<file path="src/rtl/dmem_arb.sv">
// dmem_arb: two-requester arbiter and access sequencer for the FFT dual-port
// data memory. The engine has priority and a starvation counter bounds how
// long the host can be held off. All memory-side pins are registered, and read
// data comes back two cycles after the accept edge through a two-stage tag
// pipeline.
module dmem_arb #(
  parameter int ADDR_W     = 4,
  parameter int DATA_W     = 128,
  parameter int STARVE_MAX = 4
) (
  input  logic              clk,
  input  logic              rst_n,
  // host lane (port 1 only)
  input  logic              host_req,
  input  logic              host_we,
  input  logic [ADDR_W-1:0] host_addr,
  input  logic [DATA_W-1:0] host_wdata,
  output logic              host_gnt,
  output logic              host_rvalid,
  output logic [DATA_W-1:0] host_rdata,
  // engine lanes (lane 0 -> port 1, lane 1 -> port 2)
  input  logic              eng_req,
  input  logic [1:0]        eng_en,
  input  logic [1:0]        eng_we,
  input  logic [ADDR_W-1:0] eng_addr0,
  input  logic [ADDR_W-1:0] eng_addr1,
  input  logic [DATA_W-1:0] eng_wdata0,
  input  logic [DATA_W-1:0] eng_wdata1,
  output logic              eng_gnt,
  output logic [1:0]        eng_rvalid,
  output logic [DATA_W-1:0] eng_rdata0,
  output logic [DATA_W-1:0] eng_rdata1,
  // memory port 1
  output logic              mem_csb1,
  output logic              mem_web1,
  output logic              mem_oeb1,
  output logic [ADDR_W-1:0] mem_a1,
  output logic [DATA_W-1:0] mem_i1,
  input  logic [DATA_W-1:0] mem_o1,
  // memory port 2
  output logic              mem_csb2,
  output logic              mem_web2,
  output logic              mem_oeb2,
  output logic [ADDR_W-1:0] mem_a2,
  output logic [DATA_W-1:0] mem_i2,
  input  logic [DATA_W-1:0] mem_o2,
  output logic              coll_err
);

  localparam logic [3:0] STARVE_LIM = 4'(STARVE_MAX);

  logic              force_host_s;
  logic              eng_gnt_s;
  logic              host_gnt_s;
  logic              coll_s;
  logic              p1_act_s;
  logic              p1_we_s;
  logic [ADDR_W-1:0] p1_addr_s;
  logic [DATA_W-1:0] p1_data_s;
  logic              p2_act_s;

  logic [3:0]        starve_cnt_r;
  // stage 1: issue cycle (mem pins active); stage 2: oeb-low cycle
  logic              s1_host_r;
  logic [1:0]        s1_rd_r;
  logic              s2_host_r;
  logic [1:0]        s2_rd_r;

  // Grant decision, collision detection and port-1 source selection.
  always_comb begin
    force_host_s = (starve_cnt_r == STARVE_LIM);
    eng_gnt_s    = rst_n & eng_req & (eng_en != 2'b00) & ~force_host_s;
    host_gnt_s   = rst_n & host_req & ~eng_gnt_s;
    // lane 1 is dropped when both lanes hit one word and either one writes
    coll_s       = eng_gnt_s & (eng_en == 2'b11) & (eng_addr0 == eng_addr1)
                   & (eng_we != 2'b00);
    p2_act_s     = eng_gnt_s & eng_en[1] & ~coll_s;
    if (host_gnt_s) begin
      p1_act_s  = 1'b1;
      p1_we_s   = host_we;
      p1_addr_s = host_addr;
      p1_data_s = host_wdata;
    end else begin
      p1_act_s  = eng_gnt_s & eng_en[0];
      p1_we_s   = eng_we[0];
      p1_addr_s = eng_addr0;
      p1_data_s = eng_wdata0;
    end
  end

  assign host_gnt = host_gnt_s;
  assign eng_gnt  = eng_gnt_s;

  // Starvation counter: counts denied host cycles, saturates, clears on grant.
  always_ff @(posedge clk or negedge rst_n) begin
    if (!rst_n) begin
      starve_cnt_r <= 4'd0;
    end else if (host_gnt_s) begin
      starve_cnt_r <= 4'd0;
    end else if (host_req && (starve_cnt_r != STARVE_LIM)) begin
      starve_cnt_r <= starve_cnt_r + 4'd1;
    end else begin
      starve_cnt_r <= starve_cnt_r;
    end
  end

  // Port 1 control/address/data registers; a and i hold when idle.
  always_ff @(posedge clk or negedge rst_n) begin
    if (!rst_n) begin
      mem_csb1 <= 1'b1;
      mem_web1 <= 1'b1;
      mem_a1   <= '0;
      mem_i1   <= '0;
    end else if (p1_act_s) begin
      mem_csb1 <= 1'b0;
      mem_web1 <= ~p1_we_s;
      mem_a1   <= p1_addr_s;
      mem_i1   <= p1_data_s;
    end else begin
      mem_csb1 <= 1'b1;
      mem_web1 <= 1'b1;
    end
  end

  // Port 2 control/address/data registers; only engine lane 1 reaches port 2.
  always_ff @(posedge clk or negedge rst_n) begin
    if (!rst_n) begin
      mem_csb2 <= 1'b1;
      mem_web2 <= 1'b1;
      mem_a2   <= '0;
      mem_i2   <= '0;
    end else if (p2_act_s) begin
      mem_csb2 <= 1'b0;
      mem_web2 <= ~eng_we[1];
      mem_a2   <= eng_addr1;
      mem_i2   <= eng_wdata1;
    end else begin
      mem_csb2 <= 1'b1;
      mem_web2 <= 1'b1;
    end
  end

  // Read tag pipeline and output enables; oeb is low in the cycle after issue.
  always_ff @(posedge clk or negedge rst_n) begin
    if (!rst_n) begin
      s1_host_r <= 1'b0;
      s1_rd_r   <= 2'b00;
      s2_host_r <= 1'b0;
      s2_rd_r   <= 2'b00;
      mem_oeb1  <= 1'b1;
      mem_oeb2  <= 1'b1;
      coll_err  <= 1'b0;
    end else begin
      s1_host_r <= host_gnt_s;
      s1_rd_r   <= {p2_act_s & ~eng_we[1], p1_act_s & ~p1_we_s};
      s2_host_r <= s1_host_r;
      s2_rd_r   <= s1_rd_r;
      mem_oeb1  <= ~s1_rd_r[0];
      mem_oeb2  <= ~s1_rd_r[1];
      coll_err  <= coll_s;
    end
  end

  // Read return: capture mem_o at the end of the oeb-low cycle, pulse rvalid.
  always_ff @(posedge clk or negedge rst_n) begin
    if (!rst_n) begin
      host_rvalid <= 1'b0;
      eng_rvalid  <= 2'b00;
      host_rdata  <= '0;
      eng_rdata0  <= '0;
      eng_rdata1  <= '0;
    end else begin
      host_rvalid <= s2_host_r & s2_rd_r[0];
      eng_rvalid  <= s2_host_r ? 2'b00 : s2_rd_r;
      if (s2_host_r && s2_rd_r[0]) begin
        host_rdata <= mem_o1;
      end else begin
        host_rdata <= host_rdata;
      end
      if (!s2_host_r && s2_rd_r[0]) begin
        eng_rdata0 <= mem_o1;
      end else begin
        eng_rdata0 <= eng_rdata0;
      end
      if (!s2_host_r && s2_rd_r[1]) begin
        eng_rdata1 <= mem_o2;
      end else begin
        eng_rdata1 <= eng_rdata1;
      end
    end
  end

endmodule

</file>
<file path="config.mk">
export PLATFORM = sky130hd
export DESIGN_NAME = dmem_arb
export DESIGN_NICKNAME = d
export VERILOG_FILES = /design/src/rtl/dmem_arb.sv
export SDC_FILE = /design/constraint.sdc
export NUM_CORES = 1
export LEC_CHECK = 0
export CAP_MARGIN = 20
export CORE_AREA = 8 8 507 509
export DETAILED_ROUTE_END_ITERATION = 8
export DIE_AREA = 0 0 515 517
export GPL_ROUTABILITY_DRIVEN = 1
export PLACE_DENSITY = 0.34
export REMOVE_ABC_BUFFERS = 1
export SETUP_SLACK_MARGIN = 0.15
export SLEW_MARGIN = 20
export SYNTH_ARGS = -nofsm -noshare
export SYNTH_HDL_FRONTEND = slang
export SYNTH_SLANG_ARGS = --single-unit
export TNS_END_PERCENT = 1
</file>
<file path="constraint.sdc">
create_clock -name clk -period 3.4 [get_ports clk]
set_clock_uncertainty 0.2 [all_clocks]
set_input_delay 0.51 -clock clk [delete_from_list [all_inputs] [get_ports clk]]
set_output_delay 0.51 -clock clk [all_outputs]
set_load 0.02 [all_outputs]
</file>
After elaboration in Yosys (flattened, before gate mapping)
Index checks and enable logic that the tools add are counted.
{"block": "word_totals", "output_inout_bits": 660, "input_bits": 661, "register_bits": 668, "word_cells": 66}
{"block": "classes", "addsub": 1, "reduce_logical": 8, "eq_ne": 4, "n_mux": 11, "bitwise_logic": 21}
{"op": "$mux 128", "n": 1}
{"op": "$and 1x1->1", "n": 14}
{"op": "$mux 4", "n": 3}
{"op": "$not 1->1", "n": 7}
{"op": "$mux 1", "n": 6}
{"op": "$reduce_bool 2->1", "n": 3}
{"op": "$add 4x1->4 const B", "n": 1}
{"op": "$eq 4x3->1 const B", "n": 1}
{"op": "$eq 4x4->1", "n": 1}
{"op": "$logic_and 1x1->1", "n": 4}
{"op": "$ne 4x3->1 const B", "n": 1}
{"op": "$eq 2x2->1 const B", "n": 1}
{"op": "$mux 2", "n": 1}
{"op": "$logic_not 1->1", "n": 1}

Depth between registers and ports, before layout
{"block": "depth", "ltp_word": 9, "depth_mapped": 9, "mapped_depth_nobuf": 7}

Worst setup path before layout
OpenSTA, ideal clock, no wires.
{"block": "synth_timing", "path_kind": "in2out", "from": "input port eng_en[1]", "to": "output port host_gnt", "slack_ps": 1227, "arrival_time_ps": 1463, "n_path_buf": 2, "path_stages": 4, "t_required_ps": 2690, "path_cell_list": "or2_1 a31oi_4 buf_4 buf_2"}
{"block": "synth_via", "elab_chain_cells": 5}
{"element": "from (decl)", "line_no": "23", "rtl": "input logic [1:0] eng_en,"}
{"element": "$reduce_bool 2->1", "line_no": "72", "rtl": "eng_gnt_s = rst_n & eng_req & (eng_en != 2'b00) & ~force_host_s;"}
{"element": "$and 1x1->1 (2 in series)", "line_no": "72"}
{"element": "$not 1->1", "line_no": "73", "rtl": "host_gnt_s = rst_n & host_req & ~eng_gnt_s;"}
{"element": "$and 1x1->1", "line_no": "73"}
{"element": "to (decl)", "line_no": "18", "rtl": "output logic host_gnt,"}
No other way between the ends.

Final worst setup path
{"block": "layout_timing", "from": "register starve_cnt_r[0]", "to": "output port host_gnt"}
{"block": "layout_via", "elab_chain_cells": 5}
{"element": "from (decl)", "line_no": "62", "rtl": "logic [3:0] starve_cnt_r;"}
{"element": "from (signal assigned)", "line_no": "101", "rtl": "starve_cnt_r <= starve_cnt_r + 4'd1;"}
{"element": "from (signal assigned)", "line_no": "103", "rtl": "starve_cnt_r <= starve_cnt_r;"}
{"element": "$eq 4x3->1", "line_no": "71", "rtl": "force_host_s = (starve_cnt_r == STARVE_LIM);"}
{"element": "$not 1->1", "line_no": "72"}
{"element": "$and 1x1->1", "line_no": "72"}
{"element": "$not 1->1", "line_no": "73"}
{"element": "$and 1x1->1", "line_no": "73"}
No other way between the ends.

==> results.md <==
- Status: finished clean
- Worst path top cell family by delay: buffers and inverters
- DR pass1 iterations: 4
- Fillers: 27,500
- Pre-CTS worst setup slack: between 200 and 250 ps
- Synth top area cells: dfrtp_1, mux2_2, nand2_1, mux2_4, mux2i_1
- Number of I/O port buffers: around 1,300
- Critical path peak fanout: 9
- Hold slack: approximately 130 ps
- Cell taking the most area after synthesis: dfrtp_1
- Leak pwr: 19.7 nW
- Routed wire length: roughly 160,000 µm
- Clk Latency, worst-skew pair: 740 ps
- Cell area after layout: 0.0471 mm²
- P per Cell Area: around 750 mW/mm²
- Synth warn: 0
- Iter 0 DRT Violations: ~910
- Worst Slack Setup Final: between 300 and 400 ps
- Max-slew headroom at the worst pin: 0.313
- Htree depth: 3
- Via/cell ratio: approximately 3.1
- Slowest cell delay on critical path: roughly 400 ps
- Grt total ovfl: 0
- Most used flip-flop cell after synthesis: dfrtp_1
- Synth Area in XOR/XNOR: 0.00232
- CP max stage cell: dfrtp_1
- Endpoints failing hold: 0
- Period utilization: 0.900
- Compound-Gate Fraction of Synth Area: 0.0271
- Vias in the first global route: around 23,000
- Path type of the worst setup path: flop to output port
- RePlAce Congestion: 0.770
- Worst EP arrival: around 2400 ps
- DIE AREA: 0.266 mm²
- DR WL/cell: approximately 24 µm
- Average size of a mapped cell: about 13 µm²
- Pin count of the biggest net entering global routing: ~140
- Final count of negative-setup-slack endpoints: 0
- DIE HEIGHT: about 520 µm
- Antenna-violating nets left: 0
- CTS tree: built
- Hold Path Class: input pin to flop
- Crit end category: output port
- Post-place instance area: between 0.04 and 0.05 mm²
- Synth Area in Adders: 0.000948
- VDD IR max: ~0.34 mV
- Multiplexer share of the synthesized area: 0.230
- Ports: about 1,300
- Top cell type's share of synthesized area: 0.627
- Core box area: between 0.2 and 0.25 mm²
- Max_cap viols: 0
- Max-slew violations: 0
- Simple logic cell fraction of the synthesized area: 0.0788
- Crit path cell chain: inv_1, ha_1, nand3b_4, a31oi_4, buf_12, clkdlybuf4s15_2
- Routed via count: around 21,000
- Clk pin slew, worst setup/hold paths: around 60 ps
- Post-synth ARST share: 1.00
- Min cycle time layout: around 3100 ps
- Share of post-route cells with drive strength above 1: 0.177
- CP Launch Type: flop
- Initial antenna violation count: about 140
- Worst-Margin Slew: roughly 1000 ps
- Fmax achieved: about 330 MHz
- Netlist cell types: 34
- DIE WIDTH: 515 µm
- Reg area: 0.0167 mm²
- Largest family of logic cells by synthesized area: multiplexers
- Synthesized instance count: roughly 2,000
- DRC: 0
- Bufs and invs on worst path: 3
- Synth cell count leaders: dfrtp_1, nand2_1, mux2_2, mux2i_1, mux2_4
- Layout area overhead: 78.4%
- CTS Sinks: ~670
- Number of synthesized register bits: ~670
- Post-synth EDFFs: 0
- Cell row count: approximately 180
- Fin nets: 4,030
- Clock root buffer: clkbuf_16
- Cts bufs inserted: slightly above 90
- Synthesized cell area: about 0.026 mm²
- Initial Util: 0.106
- Multi-input logic area: roughly 0.0090 mm²
- CP required: around 2700 ps
- First-pass GRT wire length: between 200,000 and 250,000 µm
- Seq/Total Area, Yosys: 0.633
- Clock Tree Buf Depth: 3
- Total GRT Usage: 0.117
- Most common cell in the synthesized netlist: dfrtp_1
- Hpwl dp: between 100,000 and 150,000 µm
- RSZ-0062 raised after global routing: false
worst paths after layout:
| check | startpoint | end | slack (ps) | cells after the start |
|---|---|---|---|---|
| hold reg to reg | s1_host_r | s2_host_r | 150 | 0 |
| setup reg to reg | starve_cnt_r[0] | mem_i1[112] | 700 | 9 |
| hold / removal | host_wdata[55] | mem_i1[55] | 130 | 3 |
| setup / recovery | starve_cnt_r[0] | host_gnt | 340 | 6 |
| min in group asynchronous | rst_n | eng_rdata1[15] | 220 | 3 |
| max in group asynchronous | rst_n | mem_i1[82] | 1070 | 4 |
sequential cells by signal, indices dropped and copies added (netlist names), 2 cells and up:
name	flops
eng_rdata0	128
eng_rdata1	128
host_rdata	128
mem_i1	128
mem_i2	128
mem_a1	4
mem_a2	4
starve_cnt_r	4
eng_rvalid	2
s1_rd_r	2
s2_rd_r	2
tightest hold or removal path, stage by stage:
cell and delay (ps):
clkdlybuf4s50_1 400, nand2_1 50, o21ai_1 50
final cells by class:
cell class,count,share of cell area
inverter,7,0.000664
clock buffer,136,0.0577
timing repair buffer,1388,0.298
sequential,668,0.355
tap,3348,0.0889
multi-input combinational,1209,0.191
clock inverter,30,0.00786
antenna,27,0.00143
per-layer routing:
layer,part of all wire,track usage
met1,0.36,0.121
met2,0.48,0.196
met5,0.0046,0.00587
met3,0.14,0.0731
met4,0.026,0.0364
per-stage QoR:
stage / TNS, ps / cells / util / power [mW]
global route: 0 / 6798 / 0.189 / 37.5
floorplan: -1409370 / 1884 / - / 17.5
finish: 0 / 6813 / 0.189 / 35.6
detailed placement: 0 / 6608 / 0.176 / 26.1
CTS: 0 / 6786 / 0.188 / 36.5
global placement: 0 / 6608 / 0.176 / 26.0
repair_timing:
action,CTS,global route
hold buffers,10,0
buffers inserted,2,0
gates resized for setup,4,0
setup endpoints to repair,2,1
endpoints found under the hold margin,238,0
pin swaps,1,1
layout by cell type, fill, tap and decap left out, types with 2 or more instances in the layout:
| master | count |
|---|---|
| xor2_1 | 2 |
| o21ai_1 | 45 |
| o21ai_0 | 87 |
| inv_1 | 5 |
| mux2_4 | 99 |
| buf_4 | 38 |
| nand2_1 | 520 |
| diode_2 | 27 |
| xnor2_1 | 5 |
| dlygate4sd3_1 | 10 |
| clkinv_2 | 15 |
| nand3_1 | 5 |
| buf_12 | 21 |
| and3_1 | 3 |
| nor2_1 | 5 |
| inv_6 | 3 |
| bufinv_16 | 3 |
| dfstp_2 | 6 |
| a21oi_1 | 2 |
| ha_1 | 2 |
| mux2i_1 | 132 |
| dfrtp_1 | 662 |
| mux2_2 | 289 |
| clkdlybuf4s50_1 | 1316 |
| clkbuf_8 | 23 |
| clkinv_16 | 4 |
| clkbuf_1 | 20 |
| clkbuf_16 | 93 |
| clkinvlp_4 | 3 |
power breakdown:
part	switching [mW]	leakage (nW)	internal, mW
clock	4.16	1.51	5.79
sequential	1.49	8.11	10.4
combinational	7.11	10.1	6.60
total	12.8	19.7	22.8
logic make-up (layout without fill, tap and decap cells):
logic type / count (synthesis) / after routing
AO/OA/AOI/OAI: 138 / 138
XOR/XNOR: 7 / 7
adder cells (fa/ha/maj): 2 / 2
buffers and inverters: 121 / 1561
flip-flops: 668 / 668
multiplexers: 520 / 520
other: 0 / 27
AND/OR/NAND/NOR: 542 / 542
No activity file was read; power rests on OpenSTA's default activity.
